### src/rtl/guess_game_nd_pkg.sv
// Shared types and helpers for the N-digit bulls-and-cows game.
package guess_game_nd_pkg;

    // Game flow states.
    typedef enum logic [2:0] {
        ST_IDLE = 3'd0,
        ST_PLAY = 3'd1,
        ST_EVAL = 3'd2,
        ST_WIN  = 3'd3,
        ST_LOSE = 3'd4
    } state_t;

    function automatic int min_int(input int x, input int y);
        return (x < y) ? x : y;
    endfunction

endpackage

### src/rtl/guess_game_nd_score.sv
// Combinational scorer: A = exact position matches, B = common digits
// (counted with multiplicity through per-value histograms) minus A.
module guess_game_nd_score
    import guess_game_nd_pkg::*;
#(
    parameter int DIGITS  = 4,
    parameter int DIGIT_W = 4
) (
    input  logic [DIGITS*DIGIT_W-1:0]   secret_flat,
    input  logic [DIGITS*DIGIT_W-1:0]   guess_flat,
    output logic [$clog2(DIGITS+1)-1:0] a_cnt,
    output logic [$clog2(DIGITS+1)-1:0] b_cnt
);

    localparam int CW   = $clog2(DIGITS + 1);
    localparam int BINS = 1 << DIGIT_W;

    int a_int;
    int m_int;
    int cs;
    int cg;

    // Exact matches, then sum of min(histogram_secret, histogram_guess) over all values.
    always_comb begin
        a_int = 0;
        m_int = 0;
        cs    = 0;
        cg    = 0;
        for (int i = 0; i < DIGITS; i++) begin
            if (secret_flat[i*DIGIT_W +: DIGIT_W] == guess_flat[i*DIGIT_W +: DIGIT_W])
                a_int = a_int + 1;
        end
        for (int v = 0; v < BINS; v++) begin
            cs = 0;
            cg = 0;
            for (int i = 0; i < DIGITS; i++) begin
                if (secret_flat[i*DIGIT_W +: DIGIT_W] == DIGIT_W'(v))
                    cs = cs + 1;
                if (guess_flat[i*DIGIT_W +: DIGIT_W] == DIGIT_W'(v))
                    cg = cg + 1;
            end
            m_int = m_int + min_int(cs, cg);
        end
        a_cnt = CW'(a_int);
        b_cnt = CW'(m_int - a_int);
    end

endmodule

### src/rtl/guess_game_nd.sv
// N-digit bulls-and-cows game: free-running Galois LFSR secret source,
// guess/secret registers, IDLE/PLAY/EVAL/WIN/LOSE flow and try counter.
module guess_game_nd
    import guess_game_nd_pkg::*;
#(
    parameter int                DIGITS    = 4,
    parameter int                DIGIT_W   = 4,
    parameter int                MAX_TRIES = 8,
    parameter int                LFSR_W    = 16,
    parameter logic [LFSR_W-1:0] LFSR_TAPS = 16'hB400,
    parameter logic [LFSR_W-1:0] LFSR_SEED = 16'h0001,
    parameter bit                CHEAT_EN  = 1'b1
) (
    input  logic                             clk,
    input  logic                             rst,
    input  logic                             new_game,
    input  logic [DIGIT_W-1:0]               sw,
    input  logic [$clog2(DIGITS)-1:0]        digit_sel,
    input  logic                             load,
    input  logic                             confirm,
    output logic [DIGITS*DIGIT_W-1:0]        guess_flat,
    output logic [$clog2(DIGITS+1)-1:0]      a_cnt,
    output logic [$clog2(DIGITS+1)-1:0]      b_cnt,
    output logic                             result_valid,
    output logic [$clog2(MAX_TRIES+1)-1:0]   try_cnt,
    output logic                             win,
    output logic                             lose,
    output logic [DIGITS*DIGIT_W-1:0]        secret_out
);

    localparam int SW = DIGITS * DIGIT_W;
    localparam int CW = $clog2(DIGITS + 1);
    localparam int TW = $clog2(MAX_TRIES + 1);

    state_t                            state;
    logic [LFSR_W-1:0]                 lfsr;
    logic [DIGITS-1:0][DIGIT_W-1:0]    secret;
    logic [DIGITS-1:0][DIGIT_W-1:0]    guess;
    logic [CW-1:0]                     score_a;
    logic [CW-1:0]                     score_b;
    logic [TW-1:0]                     try_next;
    logic                              cheat;

    guess_game_nd_score #(
        .DIGITS  (DIGITS),
        .DIGIT_W (DIGIT_W)
    ) u_score (
        .secret_flat (secret),
        .guess_flat  (guess),
        .a_cnt       (score_a),
        .b_cnt       (score_b)
    );

    // Saturating try increment and cheat-code detection.
    always_comb begin
        try_next = (try_cnt == TW'(MAX_TRIES)) ? try_cnt : try_cnt + 1'b1;
        cheat    = CHEAT_EN && (sw == '1);
    end

    // Free-running Galois LFSR; a nonzero seed with the top tap set never reaches zero.
    always_ff @(posedge clk) begin
        if (rst)
            lfsr <= LFSR_SEED;
        else
            lfsr <= (lfsr >> 1) ^ (lfsr[0] ? LFSR_TAPS : '0);
    end

    // Game FSM with registered score, status and guess/secret storage.
    always_ff @(posedge clk) begin
        if (rst) begin
            state        <= ST_IDLE;
            secret       <= '0;
            guess        <= '0;
            a_cnt        <= '0;
            b_cnt        <= '0;
            try_cnt      <= '0;
            result_valid <= 1'b0;
            win          <= 1'b0;
            lose         <= 1'b0;
        end else begin
            result_valid <= 1'b0;
            if (new_game) begin
                secret  <= lfsr[SW-1:0];
                guess   <= '0;
                a_cnt   <= '0;
                b_cnt   <= '0;
                try_cnt <= '0;
                win     <= 1'b0;
                lose    <= 1'b0;
                state   <= ST_PLAY;
            end else begin
                case (state)
                    ST_IDLE: ;
                    ST_PLAY: begin
                        // A load always swallows a simultaneous confirm.
                        if (load) begin
                            if (int'(digit_sel) < DIGITS)
                                guess[digit_sel] <= cheat ? secret[digit_sel] : sw;
                        end else if (confirm) begin
                            state <= ST_EVAL;
                        end
                    end
                    ST_EVAL: begin
                        a_cnt        <= score_a;
                        b_cnt        <= score_b;
                        result_valid <= 1'b1;
                        try_cnt      <= try_next;
                        if (score_a == CW'(DIGITS)) begin
                            win   <= 1'b1;
                            state <= ST_WIN;
                        end else if (try_next == TW'(MAX_TRIES)) begin
                            lose  <= 1'b1;
                            state <= ST_LOSE;
                        end else begin
                            state <= ST_PLAY;
                        end
                    end
                    ST_WIN, ST_LOSE: ;
                    default: state <= ST_IDLE;
                endcase
            end
        end
    end

    assign guess_flat = guess;
    assign secret_out = (win || lose) ? secret : '0;

endmodule

### config.mk
export PLATFORM = sky130hd
export DESIGN_NAME = guess_game_nd
export DESIGN_NICKNAME = d
export VERILOG_FILES = /design/src/rtl/guess_game_nd_pkg.sv /design/src/rtl/guess_game_nd_score.sv /design/src/rtl/guess_game_nd.sv
export SDC_FILE = /design/constraint.sdc
export NUM_CORES = 1
export LEC_CHECK = 0
export BUFFER_PORTS_ARGS = -buffer_cell sky130_fd_sc_hd__buf_2
export CAP_MARGIN = 20
export CORE_UTILIZATION = 45
export CTS_CLUSTER_SIZE = 20
export DETAILED_ROUTE_END_ITERATION = 10
export PLACE_DENSITY = 0.7
export REMOVE_ABC_BUFFERS = 1
export SLEW_MARGIN = 10
export SYNTH_ARGS = -nofsm -noshare
export SYNTH_HDL_FRONTEND = slang
export SYNTH_SLANG_ARGS = --single-unit
### constraint.sdc
create_clock -name clk -period 9.6 [get_ports clk]
set_input_delay 0.96 -clock clk [delete_from_list [all_inputs] [get_ports clk]]
set_output_delay 0.96 -clock clk [all_outputs]
set_load 0.03 [all_outputs]
# Yosys cells after proc, flatten, opt, wreduce, memory -nomap -nowiden
# Cells that the tools add are included.
[totals]
out_inout_bits = 45
ff_bits = 64
in_bits = 11
[op_classes]
eq_ne = 137
addsub = 116
n_reduce_logical = 18
n_bitwise = 3
magnitude_cmp = 18
muxes = 164
[ops]
columns = ["operator", "count"]
rows = [
  ["2-to-1 mux 32 bit", 96],
  ["adder 32 x 2 -> 32 bit (second input constant)", 64],
  ["< comparator 32 bit", 16],
  ["equality test 4 bit (second input constant)", 67],
  ["equality test 4 x 3 -> 1 bit (second input constant)", 32],
  ["adder 1 x 1 -> 2 bit (second input constant)", 33],
  ["2-to-1 mux 3 bit", 22],
  ["equality test 4 x 2 -> 1 bit (second input constant)", 16],
  ["adder 3 bit", 15],
  ["2-to-1 mux 1 bit", 35],
  ["equality test 4 x 1 -> 1 bit (second input constant)", 8],
  ["logical NOT 4 bit", 8],
  ["2-to-1 mux 16 bit", 2],
  ["bitwise mux 16 bit", 1],
  ["equality test 4 bit", 4],
  ["2-to-1 mux 4 bit", 4],
  ["bitwise XOR 15 x 16 -> 16 bit", 1],
  ["one-hot mux 3 bit (3 select lines)", 1],
  ["AND reduction 3 bit", 3],
  ["binary-select mux 4 bit (select 2 bit)", 1],
  ["demux 4 bit (select 2 bit)", 1],
  ["equality test 3 x 2 -> 1 bit (second input constant)", 2],
  ["equality test 3 bit (second input constant)", 2],
  ["inequality test 3 bit (second input constant)", 2],
  ["other kinds (17)", 20],
]

# Logic depth before layout (Yosys ltp)
# Gate-level depths: netlist (run 1).
[logic_depth]
ltp_word = 26
depth_mapped = 35
depth_no_buf = 34

# By module
# A second synthesis (run 1) with hierarchy kept.
[unflattened]
cells_unflattened = 1235
area_unflattened_um2 = 10137.2
[by_module_without_submodules]
columns = ["module", "cells_per_inst", "seq_area_each_um2", "instances", "area_each_um2"]
rows = [
  ["guess_game_nd_score", 965, 0.0, 1, 7573.5],
  ["guess_game_nd", 270, 1281.2, 1, 2563.7],
]

# Least setup slack after synthesis (run 1)
# Ideal clock, no wire load.
[synth_timing]
path_kind = "register to register"
startpoint = "reg guess (netlist bit guess_flat[4])"
endpoint = "reg b_cnt[2]"
path_slack_ps = 1731
path_buffers = 1
setup_time_ps = 79
t_required_ps = 9521
path_stages_with_launch = 32
arrival_time_ps = 7790
cell_sequence = "dfxtp_1 clkbuf_1 nor2_1 nand2_1 inv_1 ha_1 xor2_1 ha_1 nand2_1 xnor2_1 ha_1 o21ai_0 nor2_1 nor2_1 o21ai_2 o21ai_0 fa_1 fa_1 fa_1 fa_1 fa_1 fa_1 xnor2_1 xnor2_1 xnor2_1 xnor2_1 xnor2_1 xnor2_1 xnor2_1 xnor3_1 xnor3_1 a211oi_2"
[synth_between]
elab_chain_len = 24
elab_cells_between_ends = 150
cone_classes = "50 x add/sub; 16 x order compare; 16 x eq/ne; 67 x mux; 1 x reduce/logical"
[synth_lines]
columns = ["item", "line_no", "source"]
rows = [
  ["start: declaration", "guess_game_nd.sv:38", "logic [DIGITS-1:0][DIGIT_W-1:0] guess;"],
  ["start signal: indexed assignment", "guess_game_nd.sv:98", "guess[digit_sel] <= cheat ? secret[digit_sel] : sw;"],
  ["equality test 4 x 1 -> 1 bit or logical NOT 4 bit (tied branches)", "guess_game_nd_score.sv:39", "if (guess_flat[i*DIGIT_W +: DIGIT_W] == DIGIT_W'(v))"],
  ["2-to-1 mux 32 bit", "guess_game_nd_score.sv:39", ""],
  ["adder 32 x 2 -> 32 bit", "guess_game_nd_score.sv:40", "cg = cg + 1;"],
  ["2-to-1 mux 32 bit", "guess_game_nd_score.sv:39", ""],
  ["adder 32 x 2 -> 32 bit", "guess_game_nd_score.sv:40", ""],
  ["2-to-1 mux 32 bit", "guess_game_nd_score.sv:39", ""],
  ["< comparator 32 bit", "guess_game_nd_pkg.sv:14", "return (x < y) ? x : y;"],
  ["2-to-1 mux 3 bit", "guess_game_nd_pkg.sv:14", ""],
  ["adder 3 bit (15 in series)", "guess_game_nd_score.sv:42", "m_int = m_int + min_int(cs, cg);"],
  ["subtractor 3 bit *", "guess_game_nd_score.sv:45", "b_cnt = CW'(m_int - a_int);"],
  ["end signal: assignment", "guess_game_nd.sv:105", "b_cnt <= score_b;"],
  ["end: declaration", "guess_game_nd.sv:23", "output logic [$clog2(DIGITS+1)-1:0] b_cnt,"],
]
# Mark *: on every way between the ends. The rest lies on a longest branch, timed or not.
# A chain may end at the register's enable or synchronous reset.

# Final worst setup path (run 1)
[layout_timing]
startpoint = "reg guess (netlist bit guess_flat[8])"
endpoint = "reg b_cnt[2]"
[layout_between]
elab_chain_len = 22
elab_cells_between_ends = 116
cone_classes = "33 x add/sub; 16 x order compare; 16 x eq/ne; 50 x mux; 1 x reduce/logical"
[layout_lines]
columns = ["item", "line_no"]
rows = [
  ["equality test 4 x 1 -> 1 bit or logical NOT 4 bit (tied branches)", "guess_game_nd_score.sv:39"],
  ["2-to-1 mux 32 bit", "guess_game_nd_score.sv:39"],
  ["adder 32 x 2 -> 32 bit", "guess_game_nd_score.sv:40"],
  ["2-to-1 mux 32 bit", "guess_game_nd_score.sv:39"],
  ["< comparator 32 bit", "guess_game_nd_pkg.sv:14"],
  ["2-to-1 mux 3 bit", "guess_game_nd_pkg.sv:14"],
  ["adder 3 bit (15 in series)", "guess_game_nd_score.sv:42"],
  ["subtractor 3 bit *", "guess_game_nd_score.sv:45"],
]
# Marks and branches as above.

==> results.sh, run 1 <==
export IMPL_maxCapViolCount=0
export IMPL_drive_above_1_share_pct=12.0
export IMPL_period_needed_ns=8.59
export IMPL_coreArea_um2=22100
export IMPL_drc=0
export IMPL_vias=8539
export IMPL_yosys_warnings=0
export IMPL_cts_resized=0
export IMPL_drtPass1Iterations=5
export IMPL_worstPathRequired_ns=9.86
export IMPL_pwr_share_clk_pct=33.2
export IMPL_antenna_left=0
export IMPL_antenna_found_initial=0
export IMPL_clock_sinks=64
export IMPL_path_max_fanout=19
export IMPL_setup_violations=0
export IMPL_final_setup_tns_ns=0
export IMPL_grt_pass1_wl_um=43300
export IMPL_worstSetupStartpointType="register"
export IMPL_die_w_um=153
export IMPL_avgSynthCellArea_um2=8.35
export IMPL_hold_viol=0
export IMPL_max_freq_ghz=0.116
export IMPL_antennaDiodeCount=0
export IMPL_ys_ff_latch=64
export IMPL_clkTransAtPathRegs_ns=0.06
export IMPL_ys_seq_area_share_pct=12.5
export IMPL_wl_per_cell_um=17.4
export IMPL_synth_top_flop_cell="dfxtp_1"
export IMPL_rsz0062_at_grt="false"
export IMPL_track_usage_pct=23.7
export IMPL_clockRootBuffer="clkbuf_16"
export IMPL_maxSlewViolCount=0
export IMPL_async_flop_share_pct=0
export IMPL_initial_core_util_pct=46.4
export IMPL_dieArea_um2=23400
export IMPL_fillers=2077
export IMPL_synth_area_leaders="ha_1, dfxtp_1, mux2i_1, xnor2_1, xor2_1"
export IMPL_worst_pin_slew_ns=1.07
export IMPL_die_height_um=153
export IMPL_power_leakage_nw=5.22
export IMPL_finClkSkew_ns=0.00503
export IMPL_post_place_cells=1543
export IMPL_io_buffers=55
export IMPL_switching_share_pct=32.6
export IMPL_clk_latency_ns=0.34
export IMPL_synth_cells=1229
export IMPL_p_per_area_nw_per_um2=102
export IMPL_cts_made_buffers=9
export IMPL_outcome="finished, final reports clean"
export IMPL_fin_crit_sh_pct=89.5
export IMPL_cts_max_level=3
export IMPL_synth_common_cells="ha_1, nor2_1, nand2_1"
export IMPL_power_switching_mw=0.369
export IMPL_routabilityCongestion=0.946
export IMPL_fin_nets=1461
export IMPL_synth_distinct_cells=66
export IMPL_hold_buffers=0
export IMPL_crit_arrival_ns=8.85
export IMPL_wirelength_um=27200
export IMPL_max_vdd_ir_drop_v=0.000199
export IMPL_worst_hold_path_type="reg -> reg"
export IMPL_intPower_mw=0.764
export IMPL_hpwl_um=21400
export IMPL_syn_to_final_growth_pct=8.43
export IMPL_ctsLongestPathBuffers=2
export IMPL_grt_overflow=0
export IMPL_io_pins=56
export IMPL_yosysMostFrequentCell="ha_1"
export IMPL_power_frac_comb_pct=41.7
export IMPL_cts_tree="yes"
export IMPL_yosysTopAreaCell="ha_1"
export IMPL_first_global_vias=8099
export IMPL_cts_setup_buffers=0
export IMPL_synth_edf_count=0
export IMPL_synth_top_cell_area_share_pct=18.7
export IMPL_p_seq_share_pct=25.1
export IMPL_drtIter0Drc=557
export IMPL_worst_setup_path_end_kind="register"
export IMPL_worstSetupPathType="reg -> reg"
export IMPL_rows=54
export IMPL_final_cells=1560
export IMPL_viasPerCell=5.47
export IMPL_netlist_area_um2=10300
export IMPL_grt_max_degree=35
export IMPL_slew_headroom_pct=28.3
==> flip-flops by register name, summed over array words and instances (netlist names) <==
| register | count |
|---|---|
| result_valid | 1 |
| a_cnt | 3 |
| lose | 1 |
| try_cnt | 4 |
| lfsr | 16 |
| state | 3 |
| guess_flat | 16 |
| b_cnt | 3 |
| win | 1 |
| secret | 16 |
==> final cells by class <==
| cell class | instances | area, um2 | share of cell area (%) |
|---|---|---|---|
| timing repair buffer | 67 | 365 | 3.28 |
| inverter | 98 | 368 | 3.31 |
| multi-input combinational | 1035 | 8420 | 75.7 |
| sequential | 64 | 1280 | 11.5 |
| tap | 280 | 350 | 3.15 |
| clock inverter | 5 | 104 | 0.934 |
| clock buffer | 11 | 233 | 2.09 |
==> through the flow <==
| stage | area, um2 | utilization, % | setup WS, ns | hold WS (ns) | power, mW |
|---|---|---|---|---|---|
| after CTS | 11100 | 50.3 | 1.09 | 0.454 | 1.13 |
| after detailed placement | 10800 | 48.8 | 1.17 | 0.430 | 0.754 |
| after global routing | 11100 | 50.4 | 0.599 | 0.461 | 1.19 |
| after global placement | 10800 | 48.8 | 1.21 | 0.423 | 0.745 |
| after floorplan | 10100 | - | 1.84 | 0.417 | 0.661 |
| final | 11100 | 50.4 | 1.01 | 0.449 | 1.13 |
==> logic make-up (layout without fill, tap and decap cells) <==
kind of cell    count (synthesis)  in the layout  synth area share, %
compound gates                129            129                 7.51
xor+xnor                      156            156                 16.1
fa+ha+maj                     175            175                 23.0
buf+inv                       160            181                 6.51
flops                          64             64                 12.5
mux                            99             99                 10.3
other cells                     2             32               0.0732
simple gates                  444            444                 24.0
==> layer usage <==
| metal | GRT usage [%] | share of wire [%] | wire, um |
|---|---|---|---|
| met1 | 31.3 | 44 | 12000 |
| met2 | 37.8 | 44 | 12100 |
| met3 | 4.76 | 7.9 | 2140 |
| met4 | 9.14 | 3.6 | 978 |
| met5 | 0 | 0 | 0 |
==> critical path: stages (launching register included) <==
cell and delay, ns:
dfxtp_1 1.02, nand4b_1 0.46, o21ai_0 0.41, ha_1 0.21, nand2_1 0.06, xnor2_1 0.28, inv_1 0.08, ha_1 0.28
o21a_1 0.10, nor2_1 0.04, a21oi_1 0.25, mux2_2 0.40, fa_1 0.50, fa_1 0.57, fa_1 0.45, fa_1 0.52
fa_1 0.53, fa_1 0.44, xnor2_1 0.14, xnor2_1 0.20, xnor2_1 0.16, xnor2_1 0.16, xnor2_1 0.16, xnor2_1 0.16
xnor2_1 0.17, xnor3_1 0.35, xnor3_1 0.19, a211oi_2 0.20
==> placed cells by master, fill, tap and decap left out, types with 22 or more instances in the layout <==
cell	count
nor3_1	28
inv_1	98
nand3_1	35
o21ai_0	41
fa_1	22
nor2b_1	40
a21oi_1	46
ha_1	153
mux2i_1	71
conb_1	32
xnor2_1	81
buf_2	55
nand2_1	106
mux2_2	25
dfxtp_1	64
xor2_1	54
nor2_1	124
==> final timing paths <==
kind,start,end,slack [ns],cells past startpoint
setup / recovery,guess_flat[8],b_cnt[2],1.01,27
hold / removal,lfsr[1],lfsr[0],0.45,1
setup reg to reg,guess_flat[8],b_cnt[2],1.01,27
hold reg to reg,lfsr[1],lfsr[0],0.45,1
==> power groups by stage <==
stage	Combinational (mW)	Sequential, mW	Clock [mW]
2_1_floorplan	0.373	0.288	0
3_3_place_gp	0.456	0.290	0
3_5_place_dp	0.464	0.290	0
4_1_cts	0.467	0.284	0.379
5_1_grt	0.517	0.286	0.389
6_report	0.472	0.285	0.376
(Power assumes the default switching activity.)
==> run 2, diff against run 1 <==
--- a/config.mk
+++ b/config.mk
@@ -7,6 +7,7 @@
 export LEC_CHECK = 0
 export BUFFER_PORTS_ARGS = -buffer_cell sky130_fd_sc_hd__buf_2
 export CAP_MARGIN = 20
+export CORE_ASPECT_RATIO = 0.6
 export CORE_UTILIZATION = 45
 export CTS_CLUSTER_SIZE = 20
 export DETAILED_ROUTE_END_ITERATION = 10
@@ -16,3 +17,4 @@
 export SYNTH_ARGS = -nofsm -noshare
 export SYNTH_HDL_FRONTEND = slang
 export SYNTH_SLANG_ARGS = --single-unit
+export TNS_END_PERCENT = 1
==> results.sh, run 2 (same netlist as run 1, synthesis figures left out) <==
export IMPL_rsz0062_at_grt="false"
export IMPL_dieArea_um2=23400
export IMPL_fin_crit_sh_pct=93.9
export IMPL_cts_tree="yes"
export IMPL_hpwl_um=23300
export IMPL_seqCellArea_um2=1280
export IMPL_hold_viol=0
export IMPL_ctsLongestPathBuffers=2
export IMPL_layout_common_cells="ha_1, nor2_1, nand2_1, inv_1, xnor2_1"
export IMPL_routabilityCongestion=0.988
export IMPL_stdcell_area_um2=11100
export IMPL_io_buffers=55
export IMPL_hold_buffers=0
export IMPL_drc=0
export IMPL_grt_overflow=0
export IMPL_path_buf_inv=0
export IMPL_period_needed_ns=9.01
export IMPL_clk_latency_ns=0.33
export IMPL_pre_cts_ws_ns=0.653
export IMPL_worstPathRequired_ns=9.85
export IMPL_power_frac_comb_pct=43.4
export IMPL_viasPerCell=5.47
export IMPL_final_common_cell="ha_1"
export IMPL_maxSlewViolCount=0
export IMPL_drtPass1Iterations=5
export IMPL_path_max_fanout=21
export IMPL_hold_worst_slack_ns=0.447
export IMPL_max_freq_ghz=0.111
export IMPL_cpMostUsedCell="xnor2_1"
export IMPL_antenna_found_initial=0
export IMPL_r2r_start="secret[11]"
export IMPL_clock_sinks=64
export IMPL_intPower_mw=0.723
export IMPL_setup_ws_ns=0.585
export IMPL_clkTransAtPathRegs_ns=0.06
export IMPL_pwr_share_clk_pct=30.7
export IMPL_antennaDiodeCount=0
export IMPL_startpoint="secret[11]"
export IMPL_max_stage_delay_ns=0.92
export IMPL_syn_to_final_growth_pct=8.63
export IMPL_wl_per_cell_um=18.4
export IMPL_worst_hold_path_type="reg -> reg"
export IMPL_clockRootBuffer="clkbuf_16"
export IMPL_cts_setup_buffers=0
export IMPL_hp_start="lfsr[1]"
export IMPL_grt_pass1_wl_um=45200
export IMPL_drive_above_1_share_pct=12.2
export IMPL_io_pins=56
export IMPL_placed_area_um2=10800
export IMPL_cts_made_buffers=9
export IMPL_worst_pin_slew_ns=1.03
export IMPL_crit_slowest_cell="dfxtp_1"
export IMPL_setup_violations=0
export IMPL_finClkSkew_ns=0.00895
export IMPL_die_w_um=197
export IMPL_switching_share_pct=33.8
export IMPL_worstSetupPathType="reg -> reg"
export IMPL_rows=42
export IMPL_p_seq_share_pct=25.9
export IMPL_crit_arrival_ns=9.27
export IMPL_multi_input_area_um2=8420
export IMPL_max_vdd_ir_drop_v=0.000114
export IMPL_cpLargestDelayFamily="adder cells"
export IMPL_drtIter0Drc=647
export IMPL_power_switching_mw=0.369
export IMPL_p_per_area_nw_per_um2=98.0
export IMPL_slew_headroom_pct=31.1
export IMPL_maxCapViolCount=0
export IMPL_wirelength_um=29200
export IMPL_initial_core_util_pct=46.3
export IMPL_antenna_left=0
export IMPL_first_global_vias=8074
export IMPL_final_setup_tns_ns=0
export IMPL_worstSetupStartpointType="register"
export IMPL_cts_resized=0
export IMPL_track_usage_pct=25.3
export IMPL_die_height_um=119
export IMPL_vias=8694
export IMPL_outcome="finished, final reports clean"
export IMPL_fillers=2155
export IMPL_fin_nets=1463
export IMPL_fin_total_pwr_mw=1.09
export IMPL_coreArea_um2=22200
export IMPL_cts_max_level=3
export IMPL_grt_max_degree=35
export IMPL_power_leakage_nw=5.21
export IMPL_worst_setup_path_end_kind="register"
-- run 2: cell types whose count changed in the layout (fill, tap and decap cells not counted) --
cell        before  now
clkinv_2         1    2
clkbuf_4         0    1
bufinv_16        3    1
clkbuf_8         0    2
inv_6            1    0
buf_4           12   13
clkinvlp_4       0    2
clkbuf_1         2    0
-- run 2: path summary, 6_finish.rpt --
path               to  slack, ns  cells past startpoint
max          b_cnt[2]       0.59                     27
min           lfsr[0]       0.45                      1
max reg2reg  b_cnt[2]       0.59                     27
min reg2reg   lfsr[0]       0.45                      1
-- run 2: per-layer routing --
metal,GRT usage [%],part of all wire (%),vias up
met5,2.18,0.22,-
met4,4.22,1.4,2
met3,6.91,10,38
met2,36.3,40,335
met1,37.5,48,4083
li1,-,-,4236
-- run 2: stage by stage --
stage	cells	util, %
detailed placement	1573	48.8
global placement	1572	48.8
finish	1590	50.3
global route	1590	50.3
floorplan	1197	-
CTS	1589	50.2
-- run 2: layout make-up --
class / instances / area share (%)
Multi-Input combinational cell: 1035 / 75.6
Sequential cell: 64 / 11.5
Tap cell: 308 / 3.46
Timing Repair Buffer: 69 / 3.41
Inverter: 98 / 3.30
Clock buffer: 11 / 2.27
Clock inverter: 5 / 0.494
-- run 2: power by group through the flow --
| stage | combinational [mW] | clock [mW] | sequential [mW] |
|---|---|---|---|
| global placement | 0.458 | 0 | 0.288 |
| finish | 0.474 | 0.335 | 0.283 |
| CTS | 0.471 | 0.338 | 0.282 |
| floorplan | 0.373 | 0 | 0.288 |
| global route | 0.528 | 0.353 | 0.283 |
| detailed placement | 0.466 | 0 | 0.288 |
==> run 3, diff against run 2 <==
--- a/config.mk
+++ b/config.mk
@@ -8,10 +8,11 @@
 export BUFFER_PORTS_ARGS = -buffer_cell sky130_fd_sc_hd__buf_2
 export CAP_MARGIN = 20
 export CORE_ASPECT_RATIO = 0.6
-export CORE_UTILIZATION = 45
+export CORE_UTILIZATION = 64
+export CTS_CLUSTER_DIAMETER = 200
 export CTS_CLUSTER_SIZE = 20
 export DETAILED_ROUTE_END_ITERATION = 10
-export PLACE_DENSITY = 0.7
+export PLACE_DENSITY = 0.91
 export REMOVE_ABC_BUFFERS = 1
 export SLEW_MARGIN = 10
 export SYNTH_ARGS = -nofsm -noshare
==> results.sh, run 3 (same netlist as run 1, synthesis figures left out) <==
export IMPL_outcome="finished, violations left"
export IMPL_violations="design-rule violations"
export IMPL_grt_max_degree=35
export IMPL_cts_tree="yes"
export IMPL_clk_latency_ns=0.33
export IMPL_first_global_vias=8629
export IMPL_worstSetupPathType="reg -> reg"
export IMPL_seqCellArea_um2=1280
export IMPL_antenna_found_initial=1
export IMPL_initial_core_util_pct=66.2
export IMPL_clkTransAtPathRegs_ns=0.05
export IMPL_worstPathRequired_ns=9.85
export IMPL_multi_input_area_um2=8430
export IMPL_cpMostUsedCell="xnor2_1"
export IMPL_cpLargestDelayFamily="adder cells"
export IMPL_hpwl_um=22300
export IMPL_routabilityCongestion=0.992
export IMPL_path_buf_inv=0
export IMPL_ctsLongestPathBuffers=2
export IMPL_crit_arrival_ns=9.33
export IMPL_max_vdd_ir_drop_v=0.000110
export IMPL_fillers=1173
export IMPL_crit_slowest_cell="dfxtp_1"
export IMPL_wirelength_um=29100
export IMPL_startpoint="secret[10]"
export IMPL_rsz0062_at_grt="false"
export IMPL_r2r_start="secret[10]"
export IMPL_rr_worst_depth=28
export IMPL_hold_buffers=0
export IMPL_max_stage_delay_ns=0.97
export IMPL_drc=4
export IMPL_worstSetupStartpointType="register"
export IMPL_die_w_um=165
export IMPL_io_pins=56
export IMPL_cts_made_buffers=9
export IMPL_maxSlewViolCount=0
export IMPL_viasPerCell=6.16
export IMPL_hp_start="lfsr[1]"
export IMPL_hold_viol=0
export IMPL_track_usage_pct=35.6
export IMPL_max_freq_ghz=0.110
export IMPL_vias=9143
export IMPL_die_height_um=100
export IMPL_p_per_area_nw_per_um2=98.0
export IMPL_final_setup_tns_ns=0
export IMPL_syn_to_final_growth_pct=7.05
export IMPL_fin_nets=1461
export IMPL_clock_sinks=64
export IMPL_cts_max_level=3
export IMPL_dieArea_um2=16600
export IMPL_final_common_cell="ha_1"
export IMPL_antenna_left=0
export IMPL_maxCapViolCount=0
export IMPL_drtIter0Drc=1015
export IMPL_worst_pin_slew_ns=1.10
export IMPL_io_buffers=55
export IMPL_wl_per_cell_um=19.6
export IMPL_rows=35
export IMPL_use_met3_pct=13.2
export IMPL_setup_violations=0
export IMPL_path_max_fanout=21
export IMPL_worst_hold_path_type="reg -> reg"
export IMPL_grt_util_met2_pct=52.3
export IMPL_layout_common_cells="ha_1, nor2_1, nand2_1, inv_1, xnor2_1"
export IMPL_worstSetupPathDepth=28
export IMPL_drive_above_1_share_pct=12.0
export IMPL_drtPass1Iterations=8
export IMPL_slew_headroom_pct=26.5
export IMPL_grt_pass1_wl_um=44900
export IMPL_grt_busiest_layer="met2"
export IMPL_clockRootBuffer="clkbuf_16"
export IMPL_utilization_pct=70.8
export IMPL_finClkSkew_ns=0.00545
export IMPL_power_leakage_nw=5.19
export IMPL_hold_path_depth=1
export IMPL_globalRouteMet1Util_pct=48.6
export IMPL_fin_crit_sh_pct=94.6
export IMPL_cts_setup_buffers=0
export IMPL_worst_setup_path_end_kind="register"
export IMPL_cts_resized=0
export IMPL_coreArea_um2=15500
export IMPL_period_needed_ns=9.08
export IMPL_grt_overflow=0
==> run 3: cell count changes in the layout (fill, tap and decap cells not counted), sizes merged <==
cell	change
bufinv	-1
buf	-1
clkinv	-1
clkinvlp	-1
diode	+1
clkbuf	+2
==> run 3: report_power, final <==
part	internal [mW]	switching [mW]
logic	0.237	0.246
registers	0.271	0.0126
clock network	0.195	0.114
total	0.704	0.373
==> run 3: worst register-to-register path, delay by kind of cell (launching register included) <==
family          cells  cell delay [ns]
flops               1             0.97
xor+xnor           10             2.11
simple gates        5             0.90
fa+ha+maj           8             3.66
compound gates      5             1.36
==> run 3: path summary, 6_finish.rpt <==
check                                end  slack, ns
worst min-delay path             lfsr[0]       0.45
worst min register to register   lfsr[0]       0.45
worst max-delay path            b_cnt[2]       0.52
worst max register to register  b_cnt[2]       0.52
==> run 3: area by class of cell <==
cell class | instances | area share, %
Antenna cell | 1 | 0.0228
Multi-Input combinational cell | 1035 | 76.7
Inverter | 98 | 3.35
Sequential cell | 64 | 11.7
Timing Repair Buffer | 67 | 3.33
Tap cell | 203 | 2.31
Clock inverter | 2 | 0.114
Clock buffer | 14 | 2.49
==> run 3: through the flow <==
stage	cell area, um2	worst slack (ns)	power [mW]	cells	hold WS [ns]
6_report	11000	0.520	1.08	1484	0.455
5_1_grt	11000	0.241	1.12	1483	0.469
4_1_cts	11000	0.854	1.06	1483	0.452
3_5_place_dp	10700	0.954	0.756	1467	0.445
3_3_place_gp	10700	1.25	0.735	1467	0.442
2_1_floorplan	10100	1.84	0.661	1197	0.417
==> run 3: routing by layer <==
layer / share of wire [%] / wire length, um
met1: 42 / 12300
met2: 41 / 12000
met3: 14 / 4020
met4: 2.6 / 766
met5: 0 / 0
